$ cat src/rtl/apb_arbiter.sv
// apb_arbiter: round-robin arbiter that serialises single read/write commands
// from NUM_REQ requesters onto one APB master port, with an optional ACCESS
// timeout that completes the command with an error flag.

package apb_pkg;
    parameter int unsigned ADDR_WIDTH = 32;
    parameter int unsigned DATA_WIDTH = 32;
endpackage

module apb_arbiter #(
    parameter int unsigned NUM_REQ    = 2,
    parameter int unsigned ADDR_WIDTH = apb_pkg::ADDR_WIDTH,
    parameter int unsigned DATA_WIDTH = apb_pkg::DATA_WIDTH,
    parameter int unsigned TIMEOUT    = 16
) (
    input  logic                          PCLK,
    input  logic                          PRESETn,
    input  logic [NUM_REQ-1:0]            req_valid,
    input  logic [NUM_REQ-1:0]            req_write,
    input  logic [NUM_REQ*ADDR_WIDTH-1:0] req_addr,
    input  logic [NUM_REQ*DATA_WIDTH-1:0] req_wdata,
    output logic [NUM_REQ-1:0]            req_ready,
    output logic [NUM_REQ-1:0]            rsp_valid,
    output logic [DATA_WIDTH-1:0]         rsp_rdata,
    output logic                          rsp_err,
    output logic [ADDR_WIDTH-1:0]         PADDR,
    output logic                          PWRITE,
    output logic                          PSEL,
    output logic                          PENABLE,
    output logic [DATA_WIDTH-1:0]         PWDATA,
    input  logic [DATA_WIDTH-1:0]         PRDATA,
    input  logic                          PREADY
);

    localparam int unsigned IDXW    = $clog2(NUM_REQ);
    localparam int unsigned CW      = (TIMEOUT > 1) ? $clog2(TIMEOUT) : 1;
    localparam int unsigned TO_LAST = (TIMEOUT > 0) ? TIMEOUT - 1 : 0;

    typedef enum logic [1:0] {IDLE, SETUP, ACCESS} state_t;

    state_t                  r_state;
    state_t                  w_state_next;
    logic [IDXW-1:0]         r_last;
    logic [CW-1:0]           r_cnt;
    logic [ADDR_WIDTH-1:0]   r_paddr;
    logic                    r_pwrite;
    logic                    r_psel;
    logic                    r_penable;
    logic [DATA_WIDTH-1:0]   r_pwdata;
    logic [NUM_REQ-1:0]      r_rsp_valid;
    logic [DATA_WIDTH-1:0]   r_rsp_rdata;
    logic                    r_rsp_err;

    logic                    w_found;
    logic [IDXW-1:0]         w_gnt;
    logic [NUM_REQ-1:0]      w_gnt_oh;
    logic [NUM_REQ-1:0]      w_last_oh;
    logic [ADDR_WIDTH-1:0]   w_addr;
    logic [DATA_WIDTH-1:0]   w_wdata;
    logic                    w_write;
    logic                    w_accept;
    logic                    w_done;
    logic                    w_abort;

    // Round-robin pick: first pass looks above the last grant, second pass wraps to the bottom.
    always_comb begin
        w_found  = 1'b0;
        w_gnt    = '0;
        w_gnt_oh = '0;
        w_addr   = '0;
        w_wdata  = '0;
        w_write  = 1'b0;
        for (int unsigned p = 0; p < 2; p++) begin
            for (int unsigned i = 0; i < NUM_REQ; i++) begin
                if (!w_found && req_valid[i] &&
                    ((p == 0) ? (IDXW'(i) > r_last) : (IDXW'(i) <= r_last))) begin
                    w_found     = 1'b1;
                    w_gnt       = IDXW'(i);
                    w_gnt_oh[i] = 1'b1;
                    w_addr      = req_addr[i*ADDR_WIDTH +: ADDR_WIDTH];
                    w_wdata     = req_wdata[i*DATA_WIDTH +: DATA_WIDTH];
                    w_write     = req_write[i];
                end
            end
        end
    end

    // Next-state logic and transfer strobes for the APB phase sequencer.
    always_comb begin
        w_state_next = r_state;
        w_accept     = 1'b0;
        w_done       = 1'b0;
        w_abort      = 1'b0;
        case (r_state)
            IDLE: begin
                if (w_found) begin
                    w_accept     = 1'b1;
                    w_state_next = SETUP;
                end
            end
            SETUP: begin
                w_state_next = ACCESS;
            end
            ACCESS: begin
                if (PREADY) begin
                    w_done       = 1'b1;
                    w_state_next = IDLE;
                end else if ((TIMEOUT != 0) && (r_cnt == CW'(TO_LAST))) begin
                    w_abort      = 1'b1;
                    w_state_next = IDLE;
                end
            end
            default: begin
                w_state_next = IDLE;
            end
        endcase
    end

    // State register with synchronous active-low reset.
    always_ff @(posedge PCLK) begin
        if (!PRESETn) begin
            r_state <= IDLE;
        end else begin
            r_state <= w_state_next;
        end
    end

    // APB outputs, wait counter, grant history and the one-cycle response pulse.
    always_ff @(posedge PCLK) begin
        if (!PRESETn) begin
            r_last      <= IDXW'(NUM_REQ - 1);
            r_cnt       <= '0;
            r_paddr     <= '0;
            r_pwrite    <= 1'b0;
            r_psel      <= 1'b0;
            r_penable   <= 1'b0;
            r_pwdata    <= '0;
            r_rsp_valid <= '0;
            r_rsp_rdata <= '0;
            r_rsp_err   <= 1'b0;
        end else begin
            r_rsp_valid <= '0;
            if (w_accept) begin
                r_paddr   <= w_addr;
                r_pwrite  <= w_write;
                r_pwdata  <= w_wdata;
                r_psel    <= 1'b1;
                r_penable <= 1'b0;
                r_last    <= w_gnt;
            end
            if (r_state == SETUP) begin
                r_penable <= 1'b1;
                r_cnt     <= '0;
            end
            if ((r_state == ACCESS) && !w_done && !w_abort) begin
                r_cnt <= r_cnt + 1'b1;
            end
            if (w_done || w_abort) begin
                r_psel      <= 1'b0;
                r_penable   <= 1'b0;
                r_rsp_valid <= w_last_oh;
                r_rsp_err   <= w_abort;
            end
            if (w_done && !r_pwrite) begin
                r_rsp_rdata <= PRDATA;
            end
        end
    end

    assign w_last_oh = NUM_REQ'(1) << r_last;
    assign req_ready = (r_state == IDLE) ? w_gnt_oh : '0;
    assign rsp_valid = r_rsp_valid;
    assign rsp_rdata = r_rsp_rdata;
    assign rsp_err   = r_rsp_err;
    assign PADDR     = r_paddr;
    assign PWRITE    = r_pwrite;
    assign PSEL      = r_psel;
    assign PENABLE   = r_penable;
    assign PWDATA    = r_pwdata;

endmodule

$ cat config.mk
export PLATFORM = sky130hd
export DESIGN_NAME = apb_arbiter
export DESIGN_NICKNAME = d
export VERILOG_FILES = /design/src/rtl/apb_arbiter.sv
export SDC_FILE = /design/constraint.sdc
export NUM_CORES = 1
export LEC_CHECK = 0
export CAP_MARGIN = 0
export CORE_ASPECT_RATIO = 0.8
export CORE_MARGIN = 3
export CORE_UTILIZATION = 35
export CTS_CLUSTER_SIZE = 12
export DETAILED_ROUTE_END_ITERATION = 6
export HOLD_SLACK_MARGIN = 0.1
export PLACE_DENSITY = 0.85
export SKIP_CTS_REPAIR_TIMING = 1
export SLEW_MARGIN = 25
export SYNTH_ARGS = -nofsm -noshare
export SYNTH_HDL_FRONTEND = slang
export SYNTH_SLANG_ARGS = --single-unit
$ cat constraint.sdc
create_clock -name PCLK -period 1.3 [get_ports PCLK]
set_input_delay 0.13 -clock PCLK [delete_from_list [all_inputs] [get_ports PCLK]]
set_output_delay 0.13 -clock PCLK [all_outputs]
set_load 0.03 [all_outputs]
### Yosys cells after proc, flatten, opt, wreduce, memory -nomap -nowiden

Cells that the tools add are included.

| word-level totals | value |
|---|---|
| flip-flop bits (word level) | 109 |
| input port bits | 167 |
| word-level logic and storage cells | 83 |

| cells by class | value |
|---|---|
| $add $sub $neg | 1 |
| order comparisons | 4 |
| equality and inequality tests | 5 |
| shift-type cells | 1 |
| multiplexer cells | 37 |
| bitwise gates (word level) | 1 |
| reduce and logical (&&, ||, !) cells | 23 |

Operators by type and width:

| operator | number |
|---|---|
| $mux W32 | 8 |
| $mux W1 | 22 |
| $logic_and A1 B1 Y1 | 10 |
| $mux W2 | 4 |
| $mux W4 | 2 |
| $logic_not A1 Y1 | 6 |
| $pmux W2 S3 | 1 |
| $add A4 B1 Y4 const B | 1 |
| $eq A4 B4 Y1 const B | 1 |
| $reduce_and A2 Y1 | 2 |
| $reduce_bool A2 Y1 | 2 |
| $ne A3 B3 Y1 const B | 1 |
| $eq A2 B1 Y1 const B | 1 |
| $eq A2 B2 Y1 const B | 1 |
| $gt A1 B1 Y1 const A | 2 |
| $le A1 B1 Y1 const A | 2 |
| $logic_not A2 Y1 | 1 |
| $ne A2 B2 Y1 const B | 1 |
| $reduce_or A2 Y1 | 1 |
| $shl A1 B1 Y2 const A | 1 |
| $logic_or A1 B1 Y1 | 1 |
| $not A1 Y1 | 1 |

### Depth between registers and ports, before layout

Gate-level depths: netlist of run 1.

| logic depth | value |
|---|---|
| word-level depth | 19 |
| gate-level depth with buffers | 7 |
| mapped depth without buffers | 4 |

### Least setup slack after synthesis of run 1

Ideal clock, no wire load.

| timing | value |
|---|---|
| kind | reg2out |
| from | reg r_state[1] |
| to | out req_ready[0] |
| arrival time | 1.317 ns |
| setup slack | -0.147 ns |
| cell stages (with the launch flop) | 5 |
| cell sequence | dfxtp_1 clkbuf_1 nor2_2 clkbuf_1 and3_1 |

| on the way | value |
|---|---|
| longest elaborated chain between the ends | 2 |

RTL lines:

| element | line | text |
|---|---|---|
| start, declared | 41 | `state_t r_state;` |
| start signal, assigned | 124 | `r_state <= w_state_next;` |
| $logic_not A2 Y1 | 171 | `assign req_ready = (r_state == IDLE) ? w_gnt_oh : '0;` |
| $mux W2 | 171 |  |
| end, declared | 22 | `output logic [NUM_REQ-1:0] req_ready,` |

No other way between the ends.

### Final worst setup path of run 1

| timing | value |
|---|---|
| from | reg r_last |
| to | out req_ready[0] |

| on the way | value |
|---|---|
| longest elaborated chain between the ends | 12 |
| elaborated cells between the ends (all ways) | 14 |
| classes of those cells | order compare: 3; mux: 4; reduce/logical: 7 |

RTL lines:

| element | line | text |
|---|---|---|
| start, declared | 43 | `logic [IDXW-1:0] r_last;` |
| start signal, assigned | 131 | `r_last <= IDXW'(NUM_REQ - 1);` |
| start signal, assigned | 149 | `r_last <= w_gnt;` |
| $gt A1 B1 Y1 | - |  |
| $logic_and A1 B1 Y1 | 75 | `if (!w_found && req_valid[i] &&` |
| $mux W1 | 75 |  |
| $logic_not A1 Y1 | 75 |  |
| $logic_and A1 B1 Y1 (2 in a row) | 75 |  |
| $mux W1 | 75 |  |
| $logic_not A1 Y1 | 75 |  |
| $logic_and A1 B1 Y1 (2 in a row) | 75 |  |
| $mux W1 (*) | 75 |  |
| $mux W2 (*) | 171 |  |

Every way passes the cells marked *; elsewhere a longest branch is shown, timed or not.

==> results by group, run 1 <==
Floorplanning
  – DIE AREA: 15300 um^2
  – Number of core rows: 37
  – CORE AREA: between 10000 and 15000 um^2
  – Starting density of the core: approximately 37%
  – Die Span Y: between 100 and 150 um
  – I/O pin count: 271
  – Die span in x: 137.5 um

STA
  – Final setup violation count: 80
  – Fmax: 0.6495 GHz
  – Clock Skew: 0.004958 ns
  – RSZ-0062 raised after global routing: true
  – Slew HR: 74.77%
  – Tcrit/Tclk final: 118.4%
  – Final worst setup slack: -0.2396 ns
  – Worst hold slack: between 0.3 and 0.4 ns
  – Final Critical Period: between 1.5 and 2 ns
  – Worst-margin pin slew: 0.3779 ns
  – Setup TNS: -5.729 ns
  – Slew Limit Fails: 0
  – Fin. Hold Viols: 0

Power and ir drop
  – Maximum VDD drop: 0.0008193 V
  – Clk pwr share: between 20% and 30%
  – Combinational power share: 37.1%
  – Sequential Power Share: 36.3%
  – Tot Pwr: 10.53 mW
  – Sw Ratio: 32.57%
  – Static Leak: about 5.0 nW
  – Internal: slightly above 7 mW
  – P_sw: roughly 3.4 mW
  – Cell Pwr Density: 1069 nW/um^2

Cells and area
  – Layout Utilization: about 75%
  – Share of cells above drive strength 1: 32.92%
  – Final Cell Area: 9843 um^2
  – Non-Filler Instances: just under 1000
  – Area Overhead vs Synth: 103.2%
  – Filler cells: 839
  – Fin nets: 974

Placed design
  – GPL Wtd Cong: 0.8222
  – Count of buffers from port buffering: 270
  – DP HPWL: 13.15 mm
  – Dpl ws: -0.3429 ns
  – Inst Count DP: 927
  – Placement Cell Area: 7906 um^2

Critical path
  – Slowest CP cell: dfxtp_4
  – Startpoint types: flip-flop
  – Crit path buf inv count: 2
  – Cell family with most CP delay: simple AND/OR/NAND/NOR gates
  – Setup crit end kind: output pin
  – CP Max Fanout: 19
  – Worst-path cell chain: nand2b_4 -> buf_12 -> and3_4 -> buf_6
  – Reg2Reg Depth: 6
  – R2R Setup Slk: -0.14 ns
  – RR Endpoint: PADDR[18]$_SDFFE_PN0P_
  – Worst Path Required: 1.17 ns
  – Critical path class: reg2out
  – Reg-to-Reg Start: r_last$_SDFFE_PN1P_
  – Arr. time, crit path: 1.41 ns
  – Max incr delay on CP: 0.37 ns

Worst hold path
  – Min-Delay Path Class: in2reg
  – Hold Path End: r_last$_SDFFE_PN1P_
  – Worst Hold Launch: req_valid[0]
  – WHS Path Cells: 4

Drt
  – Detailed Route WL: 22.98 mm
  – Vias: 5744
  – Via density: 5.820
  – Drt first-iter violations: 476
  – Post-detailed-route wirelength per cell: 23.28 um
  – Routed Antenna Nets: 0
  – DRC: 0
  – DRT Pass-1 Iters: 5

Synth
  – Prevailing post-synth register cell: dfxtp_1
  – FFs w/ async S/R, synth: 0%
  – #FFs+latches synth: 109
  – Fraction of post-synthesis cell area in the top cell type by area: 45.04%
  – Mapped Cells: 512
  – Synth Cell Area: 4845 um^2
  – Post-synthesis net count: 680
  – Distinct cells, synth: 40
  – Post-synth top area cell: dfxtp_1
  – Area contributors post-synth: dfxtp_1, a211oi_2, a32oi_1, a21oi_1, nand2_1
  – Post-synth EDFFs: 0
  – Top cells by count, synth: dfxtp_1, a21oi_1, nand2_1, a32oi_1, a211oi_2
  – Sequential fraction of the synthesis area: 45.04%
  – Mean Syn Cell Area: ~9.5 um^2
  – Warnings from Yosys: 0
  – Most frequent cell after synthesis: dfxtp_1

GRT
  – Largest net degree at the start of global routing: 60
  – Vias in the first global route: 5373
  – Global route overflow: 0
  – First-pass GRT wire length: roughly 27 mm
  – Initial antenna violation count: 0
  – GRT Total Usage: roughly 22%

Clock network
  – CTS H-tree depth: 3
  – CTS Buffer Depth: 2
  – Reg clk slew, reported paths: about 0.07 ns
  – Clock sink count: 109
  – Clk root buf: clkbuf_16
  – Num CTS Buffers: 9
  – TritonCTS clock tree: built
  – Clk_lat worst skew: 0.34 ns

Flow run
  – Max_cap viols: 0

Run status
  – Status: finished with violations
  – Failing checks: setup timing
## layout by cell type, fill, tap and decap left out, types with 2 or more instances in the layout
master | netlist | final
buf_8 | 0 | 4
a32oi_4 | 0 | 4
dfxtp_2 | 0 | 3
nor2b_1 | 3 | 3
clkbuf_16 | 0 | 22
dlymetal6s2s_1 | 0 | 102
nand2b_4 | 0 | 2
clkdlybuf4s50_1 | 0 | 164
buf_6 | 6 | 13
a21oi_1 | 101 | 69
clkbuf_1 | 46 | 2
buf_4 | 2 | 31
a32oi_1 | 65 | 42
a211oi_1 | 16 | 6
nor2_1 | 2 | 2
buf_12 | 0 | 20
and2_4 | 1 | 2
dfxtp_4 | 0 | 3
nand2_2 | 0 | 7
a32oi_2 | 0 | 19
a21oi_2 | 0 | 32
o211ai_1 | 2 | 2
nand2_4 | 0 | 25
nand2_1 | 66 | 34
dfxtp_1 | 109 | 103
a211oi_2 | 50 | 60
## logic make-up after synthesis
group / Yosys count / synth area share [%]
compound gates: 247 / 39.98
fa+ha+maj: 1 / 0.2582
buf+inv: 66 / 6.456
flops: 109 / 45.04
simple gates: 89 / 8.265
## worst reg2reg max path, stage by stage, from the launching register on
cell	delay, ns
dfxtp_4	0.36
a21boi_4	0.22
buf_6	0.18
buf_12	0.13
clkbuf_16	0.16
a32oi_1	0.08
a211oi_2	0.22
## per-layer routing
metal	routed length (um)	global-route usage, %	vias to the layer above
met4	808	8.045	0
met5	0	0	-
met3	1492	5.036	68
li1	-	-	2567
met1	8948	24.92	2822
met2	11730	39.11	287
## worst max-delay path by stage
| stage | cells past startpoint | endpoint | from |
|---|---|---|---|
| 3_5_place_dp | 5 | PWDATA[10]$_SDFFE_PN0P_ | req_valid[1] |
| 4_1_cts | 4 | req_ready[0] | r_last$_SDFFE_PN1P_ |
| 3_3_place_gp | 6 | PWDATA[20]$_SDFFE_PN0P_ | req_valid[1] |
| 6_report | 4 | req_ready[0] | r_last$_SDFFE_PN1P_ |
| 2_1_floorplan | 6 | rsp_rdata[25]$_SDFFE_PN0P_ | r_state[0]$_SDFFE_PN0P_ |
| 5_1_grt | 4 | req_ready[0] | r_last$_SDFFE_PN1P_ |
## power groups by stage
stage | Clock [mW] | Sequential [mW] | Combinational [mW]
after floorplan | 0 | 4.40 | 1.11
after global placement | 0 | 3.88 | 3.02
after detailed placement | 0 | 3.89 | 3.12
after CTS | 2.83 | 3.82 | 3.13
after global routing | 2.99 | 3.84 | 4.08
final | 2.80 | 3.82 | 3.91
## cell type report
class                           count  area, um^2  share of cell area, %
Timing Repair Buffer              348        4088                  41.53
Multi-Input combinational cell    337        3029                  30.77
Sequential cell                   109        2197                  22.32
Clock buffer                       12       246.5                  2.504
Tap cell                          175       219.0                  2.224
Clock inverter                      4       55.05                 0.5593
Inverter                            1       6.256                0.06356
Antenna cell                        1       2.502                0.02542
## flip-flops by register name, indices dropped and copies added, names as in the netlist
register and count:
PENABLE 1, rsp_rdata 32, r_last 1, PSEL 1, PADDR 32, r_cnt 4, rsp_err 1, PWDATA 32
PWRITE 1, r_state 2, rsp_valid 2
(Power assumes the default switching activity.)
==> run 2: changes to the inputs <==
PLACE_DENSITY = 0.77   (was 0.85)
RECOVER_POWER = 25   (was not set)
==> run 2 against run 1 <==
Against the previous run:
- the flow still finishes with violations (setup timing)
- power shrank 0.84%
- non-clock buffer count shrank 2
- sequential share of layout area shrank 0.30 points
- core utilization grew 0.85 points
- combinational power grew 1%
- worst setup slack gained 0.035 ns
- routed wire length shrank 2.8%
- critical path type unchanged
- critical endpoint is now req_ready[1]
- largest power group unchanged
==> results by group, run 2 (same netlist as run 1, synthesis figures left out) <==
Run status
  – Status: finished with violations
  – Failing checks: setup timing

Drt
  – Routed Antenna Nets: 0 (unchanged)
  – Drt first-iter violations: 333 (-30%)
  – Vias: 5669 (-1.3%)
  – DRT Pass-1 Iters: 5 (unchanged)
  – DRC: 0 (unchanged)
  – Via density: 5.761 (-1.0%)
  – Detailed Route WL: 22.34 mm (-2.8%)
  – Post-detailed-route wirelength per cell: 22.70 um (-2.5%)

Cells and area
  – Commonest non-fill, non-tap cells in the layout: clkdlybuf4s50_1, dfxtp_1, dlymetal6s2s_1
  – Non-Filler Instances: 984 (-0.30%)
  – Sequential Area: 2192 um^2 (-0.23%)
  – Area Overhead vs Synth: 105.5%
  – Multi-input gate area in the final layout: 3166 um^2 (+4.5%)
  – Commonest non-fill, non-tap cell in the layout: clkdlybuf4s50_1
  – Share of cells above drive strength 1: 35.35% (+2.4 points)
  – N_diodes: 0 (-1)
  – Filler cells: 815 (-2.9%)
  – Fin nets: 972 (-0.21%)

Floorplanning
  – Starting density of the core: 36.72% (unchanged)
  – Number of core rows: 37 (unchanged)
  – I/O pin count: 271 (unchanged)
  – Die Span Y: 111.2 um (unchanged)
  – DIE AREA: 15300 um^2 (unchanged)
  – CORE AREA: 13190 um^2 (unchanged)
  – Die span in x: 137.5 um (unchanged)

Placed design
  – DP HPWL: 12.77 mm (-2.9%)
  – Count of buffers from port buffering: 270 (unchanged)
  – Inst Count DP: 927 (unchanged)
  – GPL Wtd Cong: 0.7748 (-5.8%)

Flow run
  – Max_cap viols: 0 (unchanged)

STA
  – Worst hold slack: 0.3411 ns (+0.009113 ns)
  – Slew HR: 65.32% (-9.4 points)
  – Final Critical Period: 1.505 ns (-0.03498 ns)
  – Final worst setup slack: -0.2046 ns (+0.03498 ns)
  – Final setup violation count: 84 (+5.0%)
  – Setup TNS: -4.721 ns (+1.008 ns)
  – Tcrit/Tclk final: 115.7% (-2.7 points)
  – Slew Limit Fails: 0 (unchanged)
  – Clock Skew: 0.007963 ns (+0.003005 ns)
  – RSZ-0062 raised after global routing: true
  – Fin. Hold Viols: 0 (unchanged)
  – Fmax: 0.6646 GHz (+2.3%)
  – Worst-margin pin slew: 0.5202 ns (+0.1423 ns)

Critical path
  – Setup crit end kind: output pin
  – Crit path buf inv count: 2 (unchanged)
  – CP Max Fanout: 5 (-14)
  – Worst-path cell chain: a21boi_4 -> buf_12 -> and2_4 -> buf_6
  – Worst Path Required: 1.17 ns (about the same)
  – Max incr delay on CP: 0.37 ns (about the same)
  – Slowest CP cell: dfxtp_4
  – Cell family with most CP delay: flip-flops
  – Startpoint types: flip-flop
  – Arr. time, crit path: 1.37 ns (-0.04 ns)
  – Critical path class: reg2out

Power and ir drop
  – P_sw: 3.540 mW (+3.3%)
  – Clk pwr share: 25.5% (-1.1 points)
  – Maximum VDD drop: 0.0007477 V (-8.7%)
  – Cell Pwr Density: 1048 nW/um^2 (-2.0%)
  – Internal: 6.897 mW (-2.8%)
  – Sw Ratio: 33.91% (+1.3 points)
  – Static Leak: 5.066 nW (+0.38%)
  – Combinational power share: 37.9% (+0.8 points)
  – Sequential Power Share: 36.5% (+0.2 points)

Clock network
  – CTS Buffer Depth: 2 (unchanged)
  – Reg clk slew, reported paths: 0.08 ns (about the same)
  – CTS H-tree depth: 3 (unchanged)
  – Clk_lat worst skew: 0.35 ns (about the same)
  – Clock sink count: 109 (unchanged)
  – Num CTS Buffers: 9 (unchanged)
  – TritonCTS clock tree: built
  – Clk root buf: clkbuf_16

GRT
  – First-pass GRT wire length: 26.77 mm (-1.2%)
  – Vias in the first global route: 5224 (-2.8%)
  – Initial antenna violation count: 0 (unchanged)
  – GRT Total Usage: 21.43% (-0.41 points)
  – Global route overflow: 0 (unchanged)
  – Largest net degree at the start of global routing: 40 (-33%)

Worst hold path
  – Min-Delay Path Class: in2reg
[run 2: cell count changes in the layout (fill, tap and decap cells not counted), moves of 4 or more]
cell / before / now
a32oi_2: 19 / 45
buf_6: 13 / 17
a32oi_1: 42 / 18
buf_4: 31 / 25
[run 2: worst paths after layout]
path                               from  slack, ns  depth (start not counted)                         end
max                 r_last$_SDFFE_PN1P_      -0.20                          4                req_ready[1]
min reg2reg  rsp_rdata[23]$_SDFFE_PN0P_       0.46                          2  rsp_rdata[23]$_SDFFE_PN0P_
min                          PRDATA[27]       0.34                          3  rsp_rdata[27]$_SDFFE_PN0P_
max reg2reg         r_last$_SDFFE_PN1P_      -0.15                          6     PWDATA[30]$_SDFFE_PN0P_
[run 2: power groups by stage]
stage	registers, mW	logic (mW)	clock network (mW)
after global placement	3.88	3.03	0
after global routing	3.84	4.12	2.82
after detailed placement	3.89	3.10	0
final	3.81	3.96	2.67
after CTS	3.82	3.11	2.69
after floorplan	4.40	1.11	0
[run 2: per-layer routing]
metal | up-vias | wire length (um) | track usage (%)
met3 | 59 | 1645 | 6.352
met2 | 256 | 11170 | 36.70
li1 | 2562 | - | -
met4 | 0 | 765 | 5.652
met1 | 2792 | 8755 | 25.98
met5 | - | 0 | 0
[run 2: layout make-up]
class	count	area share (%)
Tap cell	175	2.199
Clock inverter	7	0.5530
Sequential cell	109	22.02
Timing Repair Buffer	346	41.11
Clock buffer	9	2.262
Multi-Input combinational cell	337	31.80
Inverter	1	0.06284
[run 2: tightest hold or removal path, cell delays in order]
cell,delay [ns]
clkdlybuf4s50_1,0.41
nand2_1,0.06
a21oi_1,0.05
[run 2: through the flow]
step	power, mW	worst slack [ns]	utilization, %	instance area (um^2)
floorplan	5.503	-0.004709	-	4861
global placement	6.907	-0.2681	59.83	7894
detailed placement	6.985	-0.3509	59.83	7894
CTS	9.618	-0.3732	61.95	8174
global route	10.79	-0.2446	75.46	9956
finish	10.44	-0.2046	75.46	9956
